--- config.mk ---
export PLATFORM = sky130hd
export DESIGN_NAME = muldiv_unit
export DESIGN_NICKNAME = d
export VERILOG_FILES = /design/src/rtl/muldiv_unit.sv
export SDC_FILE = /design/constraint.sdc
export NUM_CORES = 1
export LEC_CHECK = 0
export CORE_MARGIN = 8
export CORE_UTILIZATION = 60
export DETAILED_ROUTE_END_ITERATION = 8
export PLACE_DENSITY_LB_ADDON = 0.25
export SLEW_MARGIN = 10
export SYNTH_ARGS = -nofsm -noshare
export SYNTH_HDL_FRONTEND = slang
export SYNTH_SLANG_ARGS = --single-unit
--- constraint.sdc ---
create_clock -name i_clk -period 4.4 [get_ports i_clk]
set_input_delay 0.66 -clock i_clk [delete_from_list [all_inputs] [get_ports i_clk]]
set_output_delay 0.66 -clock i_clk [all_outputs]
set_load 0.005 [all_outputs]
--- src/rtl/muldiv_unit.sv ---
// Iterative multiply/divide unit with architectural HI/LO registers.
// Handles mult/multu/div/divu over ITERS cycles, and mthi/mtlo in a single cycle.
module muldiv_unit #(
    parameter int unsigned DATA_WIDTH     = 32,
    parameter int unsigned BITS_PER_CYCLE = 1
) (
    input  logic                  i_clk,
    input  logic                  i_rst_n,
    input  logic                  i_start,
    input  logic [2:0]            i_operation,
    input  logic [DATA_WIDTH-1:0] i_data_a,
    input  logic [DATA_WIDTH-1:0] i_data_b,
    input  logic                  i_flush,
    output logic [DATA_WIDTH-1:0] o_hi,
    output logic [DATA_WIDTH-1:0] o_lo,
    output logic                  o_busy,
    output logic                  o_done,
    output logic                  o_dz_flag
);

    localparam int unsigned W         = DATA_WIDTH;
    localparam int unsigned ITERS     = DATA_WIDTH / BITS_PER_CYCLE;
    localparam int unsigned CNT_WIDTH = $clog2(ITERS) + 1;

    typedef enum logic [1:0] {StIdle, StCalc, StFix} state_e;

    state_e               state_q;
    logic [CNT_WIDTH-1:0] cnt_q;
    // Multiply: {partial product, remaining multiplier bits}.
    // Divide:   {partial remainder, dividend bits becoming quotient bits}.
    logic [2*W-1:0]       acc_q;
    logic [W-1:0]         mag_a_q;
    logic [W-1:0]         mag_b_q;
    logic [W-1:0]         raw_a_q;
    logic [W-1:0]         hi_q;
    logic [W-1:0]         lo_q;
    logic                 is_div_q;
    logic                 neg_res_q;
    logic                 neg_rem_q;
    logic                 div_zero_q;
    logic                 busy_q;
    logic                 done_q;
    logic                 dz_q;

    logic                 op_signed;
    logic                 a_neg;
    logic                 b_neg;
    logic [W-1:0]         start_mag_a;
    logic [W-1:0]         start_mag_b;

    // Operand magnitudes and signs for a newly issued operation
    always_comb begin
        op_signed   = ~i_operation[0];
        a_neg       = op_signed & i_data_a[W-1];
        b_neg       = op_signed & i_data_b[W-1];
        start_mag_a = a_neg ? -i_data_a : i_data_a;
        start_mag_b = b_neg ? -i_data_b : i_data_b;
    end

    logic [2*W-1:0] acc_step;
    logic [W:0]     rem_t;
    logic [W:0]     sum_t;

    // One CALC iteration: BITS_PER_CYCLE shift-add or restoring-divide steps
    always_comb begin
        acc_step = acc_q;
        rem_t    = '0;
        sum_t    = '0;
        for (int i = 0; i < int'(BITS_PER_CYCLE); i++) begin
            if (is_div_q) begin
                rem_t    = {acc_step[2*W-1:W], acc_step[W-1]};
                acc_step = {acc_step[2*W-2:0], 1'b0};
                if (rem_t >= {1'b0, mag_b_q}) begin
                    rem_t       = rem_t - {1'b0, mag_b_q};
                    acc_step[0] = 1'b1;
                end
                acc_step[2*W-1:W] = rem_t[W-1:0];
            end else begin
                sum_t    = {1'b0, acc_step[2*W-1:W]} + (acc_step[0] ? {1'b0, mag_a_q} : '0);
                acc_step = {sum_t, acc_step[W-1:1]};
            end
        end
    end

    logic [2*W-1:0] prod_fix;
    logic [W-1:0]   quo_fix;
    logic [W-1:0]   rem_fix;

    // Sign correction applied in FIX
    always_comb begin
        prod_fix = neg_res_q ? -acc_q : acc_q;
        quo_fix  = neg_res_q ? -acc_q[W-1:0] : acc_q[W-1:0];
        rem_fix  = neg_rem_q ? -acc_q[2*W-1:W] : acc_q[2*W-1:W];
    end

    // Control FSM, datapath registers and HI/LO
    always_ff @(posedge i_clk or negedge i_rst_n) begin
        if (!i_rst_n) begin
            state_q    <= StIdle;
            cnt_q      <= '0;
            acc_q      <= '0;
            mag_a_q    <= '0;
            mag_b_q    <= '0;
            raw_a_q    <= '0;
            hi_q       <= '0;
            lo_q       <= '0;
            is_div_q   <= 1'b0;
            neg_res_q  <= 1'b0;
            neg_rem_q  <= 1'b0;
            div_zero_q <= 1'b0;
            busy_q     <= 1'b0;
            done_q     <= 1'b0;
            dz_q       <= 1'b0;
        end else begin
            done_q <= 1'b0;
            dz_q   <= 1'b0;
            case (state_q)
                StIdle: begin
                    // Flush in the issue cycle suppresses any request.
                    if (i_start && !i_flush) begin
                        case (i_operation)
                            3'd0, 3'd1, 3'd2, 3'd3: begin
                                is_div_q   <= i_operation[1];
                                neg_res_q  <= a_neg ^ b_neg;
                                neg_rem_q  <= a_neg;
                                div_zero_q <= i_operation[1] & (i_data_b == '0);
                                raw_a_q    <= i_data_a;
                                mag_a_q    <= start_mag_a;
                                mag_b_q    <= start_mag_b;
                                acc_q      <= i_operation[1] ? {{W{1'b0}}, start_mag_a}
                                                             : {{W{1'b0}}, start_mag_b};
                                cnt_q      <= '0;
                                busy_q     <= 1'b1;
                                state_q    <= StCalc;
                            end
                            3'd4:    hi_q <= i_data_a;
                            3'd5:    lo_q <= i_data_a;
                            default: ;
                        endcase
                    end
                end
                StCalc: begin
                    if (i_flush) begin
                        busy_q  <= 1'b0;
                        state_q <= StIdle;
                    end else begin
                        acc_q <= acc_step;
                        cnt_q <= cnt_q + CNT_WIDTH'(1);
                        if (cnt_q == CNT_WIDTH'(ITERS - 1)) begin
                            state_q <= StFix;
                        end
                    end
                end
                StFix: begin
                    busy_q  <= 1'b0;
                    state_q <= StIdle;
                    if (!i_flush) begin
                        done_q <= 1'b1;
                        if (!is_div_q) begin
                            hi_q <= prod_fix[2*W-1:W];
                            lo_q <= prod_fix[W-1:0];
                        end else if (div_zero_q) begin
                            hi_q <= raw_a_q;
                            lo_q <= '1;
                            dz_q <= 1'b1;
                        end else begin
                            hi_q <= rem_fix;
                            lo_q <= quo_fix;
                        end
                    end
                end
                default: begin
                    busy_q  <= 1'b0;
                    state_q <= StIdle;
                end
            endcase
        end
    end

    assign o_hi      = hi_q;
    assign o_lo      = lo_q;
    assign o_busy    = busy_q;
    assign o_done    = done_q;
    assign o_dz_flag = dz_q;

endmodule

After elaboration in Yosys (flattened, before gate mapping):

Cells that the tools add are included.

* add/subtract/negate cells: 8
* magnitude comparators: 1
* equal/unequal tests: 16
* muxes and demuxes: 45
* bitwise gates (word level): 5
* reduce and logical (&&, ||, !) cells: 14

Operators with widths (number)
* 2-to-1 mux 32 bit: 17
* 2-to-1 mux 64 bit: 5
* negation 32 bit: 4
* one-hot mux 32 bit (2 select lines): 2
* one-hot mux 64 bit (2 select lines): 1
* negation 64 bit: 1
* adder 32 x 32 -> 33 bit: 1
* >= comparator 33 x 32 -> 1 bit: 1
* zero test 32 bit: 1
* subtractor 32 bit: 1
* 2-to-1 mux 6 bit: 3
* one-hot mux 6 bit (2 select lines): 1
* AND reduction 4 bit: 3
* 2-to-1 mux 1 bit: 10
* AND reduction 3 bit: 3
* 2-to-1 mux 2 bit: 4
* inequality test 2 bit (second input constant): 4
* adder 6 x 1 -> 6 bit (second input constant): 1
* equality test 3 x 2 -> 1 bit (second input constant): 2
* equality test 3 bit (second input constant): 2
* equality test 6 x 5 -> 1 bit (second input constant): 1
* inequality test 2 x 1 -> 1 bit (second input constant): 3
* one-hot mux 2 bit (2 select lines): 1
* nonzero test 2 bit: 2
* 13 further kinds: 15

* register bits after elaboration: 239
* input bits: 71
* output and inout port bits: 67
* word-level logic and storage cells: 104

Longest topological paths before layout:

Gate-level depths: netlist of run 1.

* depth after elaboration: 7
* mapped depth: 16
* depth with buffers taken out: 14

Worst setup path before layout of run 1:

OpenSTA, ideal clock, no wires.

* path type: reg2reg
* from: register acc_q[0]
* to: register acc_q[63]
* library setup time: 0.095 ns
* data arrival time: 3.365 ns
* data required time: 4.305 ns
* slack: 0.939 ns
* cell stages (with the launch flop): 16
* path buffers: 2
* clock period less this slack: 3.461 ns
* cell sequence: dfrtp_1 > clkbuf_1 > clkbuf_1 > and2_1 > ha_1 > inv_1 > fa_1 > nor2b_1 > o211ai_1 > a31oi_1 > a31oi_1 > o41ai_1 > a31oi_1 > nor3_1 > o32ai_1 > o31ai_1

* word-level cells in the longest chain between the ends: 5

Ends and longest elaborated chain
* start, declared: line 31 `logic [2*W-1:0] acc_q;`
* start signal, assigned: line 130 `acc_q <= i_operation[1] ? {{W{1'b0}}, start_mag_a}`
* start signal, assigned: line 147 `acc_q <= acc_step;`
* 2-to-1 mux 32 bit: line 79 `sum_t = {1'b0, acc_step[2*W-1:W]} + (acc_step[0] ? {1'b0, mag_a_q} : '0);`
* adder 32 x 32 -> 33 bit: line 79
* 2-to-1 mux 64 bit: line 70 `if (is_div_q) begin`
* 2-to-1 mux 64 bit: line 143 `if (i_flush) begin`
* one-hot mux 64 bit (2 select lines): line 117 `case (state_q)`

Every way passes these cells. The select of a mux whose other input is x is not followed.
A chain may end at the register's enable or synchronous reset.

Worst setup path in the final report of run 1:

* from: register acc_q[0]
* to: register acc_q[51]

Same word-level chain as after synthesis.

==> flow_summary.ini, run 1 <==
[timing]
worst_slew_pin_slew_ps = 1080
timing_hold_violations_final = 0
setup_violations = 0
final_period_demand_of_the_worst_path_ps = 3760
fin_tns_setup_ps = 0
grt_setup_unrepaired = false
final.setup.worst_slack_ps = 644
fin_crit_sh_pct = 85.4
report.final.slew_viol_count = 0
fmaxAchievable_ghz = 0.266
finalClockSkew_ps = 26.9
max_slew_margin_pct = 28.1

[worst_setup_path]
master_of_the_slowest_instance_on_the_critical_path = sky130_fd_sc_hd__or4_1
cp_arrival_ps = 4190
setup.worst_path.start_class = register
worst-path-max-fanout = 26
r2r-start = acc_q[0]$_DFFE_PN0P_
critical-path-top-delay-family = compound AO/OA/AOI/OAI gates
critical-path-max-stage-delay_ps = 570
sequence_of_cells_on_the_critical_path = buf_4 -> and2_1 -> ha_1 -> or4_1 -> o211ai_1 -> a31oi_1 -> a31oi_1 -> o21ai_1 -> a2111oi_0 -> nor2_1 -> nor2_1 -> xnor2_1 -> a221o_1
crit_type = register to register
timing.critical_path.from = acc_q[0]$_DFFE_PN0P_
worst_ep_required_time_ps = 4840
crit_path_end_kind = register
cp.buffers_inverters = 1

[synthesis]
synth.distinct_cells = 75
synth_ff_type = sky130_fd_sc_hd__dfrtp_1
flop_and_latch_count_out_of_synthesis = 238
netlist_instances = 2298
syn-num-nets = 2440
synth-warning-count = 0
synth-edff-count = 0
synth-seq-area-share_pct = 33.1
synth_area_per_cell_um2 = 7.83
postSynth.asyncResetShare_pct = 100
synth_area_um2 = 18000

[finish]
fillers = 2461
most_frequent_cells_in_the_layout = sky130_fd_sc_hd__nand2_1 (337), sky130_fd_sc_hd__dfrtp_1 (237), sky130_fd_sc_hd__o21ai_0 (230)
final_design_area_no_fill_um2 = 20700
finish.net_count = 2514
areaGrowthSynthToFinish_pct = 15.3
post_route_cells_drive_above_1_share_pct = 6.11
fin_util_pct = 70.2
final_common_cell = sky130_fd_sc_hd__nand2_1

[place]
dp_hpwl_mm = 49.2
place.gp.congestion = 0.996
placed_cell_areas_um2 = 19800
port-buffer-count = 137
dp_slack_ps = 637

[floorplanning]
dieArea_um2 = 35800
initial_utilization_pct = 60.9
die_h_um = 189
core.rowCount = 63
ios = 138
core_area_um2 = 29600
chipWidth_um = 189

[global_routing]
number_of_antenna_violations_at_the_first_check_in_global_routing = 2
via_count_of_the_first_global_routing_pass = 17600
grt_max_degree = 94
wire_length_of_the_first_global_routing_pass_mm = 101
grt.overflow.total = 0
groute.usage.overall_pct = 35.9

[clock_network]
htree_levels = 1
worstSkewPairLatency_ps = 570
cts_buffers = 28
cts-root-buf = sky130_fd_sc_hd__clkbuf_16
hold_bufs_at_cts = 0
cts.clk_slew.worst_paths_ps = 60
cts_max_path_buffers = 3
cts.sinks = 238
tritoncts_clock_tree = done
post-cts-setup-buffers = 0
cts_resized = 0

[power_and_ir_drop]
p_clk_share_pct = 19.1
max-vdd-ir-drop_mv = 0.412
powerDensity_nw_per_um2 = 608
switching_power_mw = 5.69
total_leakage_power_nw = 9.04
power_switching_share_pct = 45.1
p_int_mw = 6.92
power_frac_comb_pct = 53.1
power.share.sequential_pct = 27.8

[min_path]
hold_class = input port to async pin

[detailed_routing]
remaining_drc_errors = 0
final_wirelength_mm = 65.7
detailedRoute.firstPassIterationCount = 6
vias_per_cell = 6.54
first_iter_violations = 2165
dr_total_vias = 18200
post_drt_wl_per_cell_um = 23.6
ant_nets = 0

[job]
cap_violations = 0

[status]
status = complete, no violations
-- layer usage --
| layer | global-route usage, % | routed length (um) | part of all wire [%] | up-vias |
|---|---|---|---|---|
| met2 | 56.3 | 29900 | 46 | 1058 |
| met4 | 16.5 | 3200 | 4.9 | 0 |
| met5 | 0 | 0 | 0 | - |
| met1 | 46.7 | 25600 | 39 | 8685 |
| met3 | 8.11 | 6900 | 11 | 201 |
| li1 | - | - | - | 8263 |
-- cells in the mapped netlist (16+ instances only) --
cell type / number / area share [%]
sky130_fd_sc_hd__a21oi_1: 190 / 5.3
sky130_fd_sc_hd__o31ai_1: 18 / 0.75
sky130_fd_sc_hd__clkbuf_1: 136 / 2.8
sky130_fd_sc_hd__a22oi_1: 23 / 0.96
sky130_fd_sc_hd__xnor2_1: 121 / 5.9
sky130_fd_sc_hd__and3_1: 16 / 0.56
sky130_fd_sc_hd__nand2b_1: 25 / 0.87
sky130_fd_sc_hd__ha_1: 69 / 4.8
sky130_fd_sc_hd__nand3_1: 34 / 0.95
sky130_fd_sc_hd__o21ai_0: 231 / 6.4
sky130_fd_sc_hd__o21ai_1: 48 / 1.3
sky130_fd_sc_hd__nand2_1: 337 / 7.0
sky130_fd_sc_hd__nor3_1: 48 / 1.3
sky130_fd_sc_hd__inv_1: 67 / 1.4
sky130_fd_sc_hd__dfrtp_1: 238 / 33
sky130_fd_sc_hd__or3_1: 21 / 0.73
sky130_fd_sc_hd__nor2_1: 176 / 3.7
sky130_fd_sc_hd__a21o_1: 29 / 1.2
sky130_fd_sc_hd__nor4_1: 16 / 0.56
sky130_fd_sc_hd__mux2i_1: 72 / 4.0
sky130_fd_sc_hd__and2_1: 38 / 1.3
sky130_fd_sc_hd__o21a_1: 17 / 0.71
sky130_fd_sc_hd__o22ai_1: 39 / 1.4
sky130_fd_sc_hd__xor2_1: 61 / 3.0
-- power by group through the flow --
| stage | Combinational (mW) | Sequential [mW] | Clock, mW |
|---|---|---|---|
| floorplan | 4.69 | 3.16 | 0 |
| global placement | 6.41 | 3.49 | 0 |
| detailed placement | 6.52 | 3.52 | 0 |
| CTS | 6.57 | 3.48 | 2.41 |
| global route | 7.32 | 3.56 | 2.49 |
| finish | 6.69 | 3.51 | 2.41 |
-- kinds of logic after synthesis --
kind of cell / synth area share [%]
flops: 33.1
compound gates: 23.9
fa+ha+maj: 5.02
buf+inv: 4.93
simple gates: 20.2
xor+xnor: 8.86
mux: 4.01
-- path summary, 6_finish.rpt --
check | end | slack [ps] | cells after the start
min | mag_b_q[23]$_DFFE_PN0P_ | 100 | 1
max reg2reg | acc_q[51]$_DFFE_PN0P_ | 640 | 13
min in group i_clk | mag_a_q[27]$_DFFE_PN0P_ | 480 | 2
max in group asynchronous | acc_q[39]$_DFFE_PN0P_ | 3180 | 2
max | acc_q[51]$_DFFE_PN0P_ | 640 | 13
min reg2reg | mag_a_q[27]$_DFFE_PN0P_ | 480 | 2
-- metrics by stage --
stage / instances / total power, mW / hold slack [ps]
CTS: 2781 / 12.5 / 175
finish: 2783 / 12.6 / 104
global route: 2781 / 13.4 / 177
global placement: 2732 / 9.90 / 455
detailed placement: 2732 / 10.0 / 463
floorplan: 2298 / 7.85 / 364
-- cell type report --
| type | instances | area [um^2] | share of cell area [%] |
|---|---|---|---|
| clock inverter | 9 | 139 | 0.669 |
| clock buffer | 40 | 806 | 3.88 |
| timing repair buffer | 205 | 1890 | 9.13 |
| inverter | 68 | 255 | 1.23 |
| sequential | 238 | 5960 | 28.7 |
| antenna | 2 | 5.00 | 0.0241 |
| tap | 390 | 488 | 2.35 |
| multi-input combinational | 1831 | 11200 | 54.0 |
-- state kept, by name (all words and copies together), names as in the netlist --
name	flops
raw_a_q	31
o_lo	32
neg_res_q	1
o_done	1
neg_rem_q	1
o_hi	32
div_zero_q	1
is_div_q	1
mag_b_q	32
state_q	2
acc_q	64
mag_a_q	32
o_busy	1
cnt_q	6
o_dz_flag	1
(Power assumes the default switching activity.)
==> inputs of run 2 (changes only) <==
- CAP_MARGIN: unset -> 25
==> run 2 against run 1 <==
  * Global-route usage is the same
  * Clock-buffer cell count is the same
  * Cell count is essentially flat
  * Largest power group unchanged
  * Critical endpoint unchanged
  * Critical path depth is the same
  * Clock power is essentially flat
==> flow_summary.ini, run 2 (synthesized netlist as in run 1, its figures left out) <==
[finish]
areaGrowthSynthToFinish_pct = 15.5
final-seq-area_um2 = 5960
max_ffs_per_register = 64
post_route_cells_drive_above_1_share_pct = 6.18
fillers = 2455
finish.net_count = 2516
registers.top_by_ff_count = acc_q
most_frequent_cells_in_the_layout = sky130_fd_sc_hd__nand2_1 (337), sky130_fd_sc_hd__dfrtp_1 (237), sky130_fd_sc_hd__o21ai_0 (230)
multi_input_area_um2 = 11200
final_common_cell = sky130_fd_sc_hd__nand2_1
final_design_area_no_fill_um2 = 20800

[floorplanning]
ios = 138
core.rowCount = 63
dieArea_um2 = 35800
core_area_um2 = 29600
die_h_um = 189
initial_utilization_pct = 60.9
chipWidth_um = 189

[timing]
grt_setup_unrepaired = false
fmaxAchievable_ghz = 0.266
timing_hold_violations_final = 0
setup_violations = 0
report.final.slew_viol_count = 0
fin_crit_sh_pct = 85.3
final_period_demand_of_the_worst_path_ps = 3750
fin_tns_setup_ps = 0
finalClockSkew_ps = 28.6
max_slew_margin_pct = 31.2
worst_slew_pin_slew_ps = 1030

[detailed_routing]
post_drt_wl_per_cell_um = 23.6
ant_nets = 0
final_wirelength_mm = 65.8
first_iter_violations = 2246
detailedRoute.firstPassIterationCount = 5
remaining_drc_errors = 0
dr_total_vias = 18200
vias_per_cell = 6.53

[clock_network]
cts.clk_slew.worst_paths_ps = 60
cts.sinks = 238
post-cts-setup-buffers = 0
htree_levels = 1
cts-root-buf = sky130_fd_sc_hd__clkbuf_16
cts_resized = 0
cts_buffers = 28
cts_max_path_buffers = 3
worstSkewPairLatency_ps = 570
tritoncts_clock_tree = done
hold_bufs_at_cts = 0

[worst_setup_path]
worst_ep_required_time_ps = 4830
setup.worst_path.start_class = register
crit_path_end_kind = register
cp_arrival_ps = 4190
crit_type = register to register
worst-path-max-fanout = 26

[power_and_ir_drop]
total_leakage_power_nw = 9.06
total_power_mw = 12.6
powerDensity_nw_per_um2 = 607
max-vdd-ir-drop_mv = 0.413

[status]
status = complete, no violations

[global_routing]
wire_length_of_the_first_global_routing_pass_mm = 101
groute.usage.overall_pct = 35.9
via_count_of_the_first_global_routing_pass = 17600
grt_max_degree = 94
number_of_antenna_violations_at_the_first_check_in_global_routing = 2
grt.overflow.total = 0

[job]
cap_violations = 0

[min_path]
hold_class = input port to async pin

[place]
port-buffer-count = 137
dp_hpwl_mm = 49.2
placed_cell_areas_um2 = 19800
place.gp.congestion = 0.996
-- run 2: cell count changes in the layout (fill, tap and decap cells not counted), sizes merged --
cell,delta
buf,+2
-- run 2: per-layer routing --
metal | track usage (%) | part of all wire (%) | vias to the layer above
met3 | 8.11 | 10 | 206
met2 | 56.3 | 46 | 1045
met4 | 16.5 | 4.9 | 0
met5 | 0 | 0 | -
met1 | 46.7 | 40 | 8660
li1 | - | - | 8271
-- run 2: cell type report --
class | instances | area share, %
well taps | 390 | 2.35
repair buffers | 207 | 9.32
clock inverters | 9 | 0.668
flip-flops and latches | 238 | 28.7
inverters | 68 | 1.23
multi-input cells | 1831 | 53.9
clock buffers | 40 | 3.88
diodes | 2 | 0.0241
-- run 2: worst max-delay path: stages (launching register included) --
cell	delay [ps]
sky130_fd_sc_hd__dfrtp_1	470
sky130_fd_sc_hd__buf_4	240
sky130_fd_sc_hd__and2_1	160
sky130_fd_sc_hd__ha_1	230
sky130_fd_sc_hd__or4_1	570
sky130_fd_sc_hd__o211ai_1	120
sky130_fd_sc_hd__a31oi_1	100
sky130_fd_sc_hd__a31oi_1	530
sky130_fd_sc_hd__o21ai_1	190
sky130_fd_sc_hd__a2111oi_0	450
sky130_fd_sc_hd__nor2_1	80
sky130_fd_sc_hd__nor2_1	120
sky130_fd_sc_hd__xnor2_1	80
sky130_fd_sc_hd__a221o_1	280
-- run 2: final timing paths --
path                                    startpoint                      end  slack, ps  depth (start not counted)
min in group i_clk         mag_a_q[27]$_DFFE_PN0P_  mag_a_q[27]$_DFFE_PN0P_        470                          2
max                           acc_q[0]$_DFFE_PN0P_    acc_q[51]$_DFFE_PN0P_        650                         13
min                                        i_rst_n  mag_b_q[23]$_DFFE_PN0P_        130                          1
max in group asynchronous                  i_rst_n    acc_q[39]$_DFFE_PN0P_       3200                          2
max reg2reg                   acc_q[0]$_DFFE_PN0P_    acc_q[51]$_DFFE_PN0P_        650                         13
min reg2reg                mag_a_q[27]$_DFFE_PN0P_  mag_a_q[27]$_DFFE_PN0P_        470                          2
-- run 2: power by group --
part	internal [mW]	leakage (nW)	switching, mW
Sequential	2.72	2.97	0.772
Clock	1.44	0.453	0.968
Combinational	2.76	5.64	3.96
-- run 2: per-stage QoR --
stage	utilization [%]	setup slack (ps)	cells	hold slack, ps
after floorplan	-	939	2298	364
after global placement	67.0	682	2732	455
after detailed placement	67.0	637	2732	463
after CTS	70.2	718	2781	175
after global routing	70.3	450	2783	177
final	70.3	646	2785	127
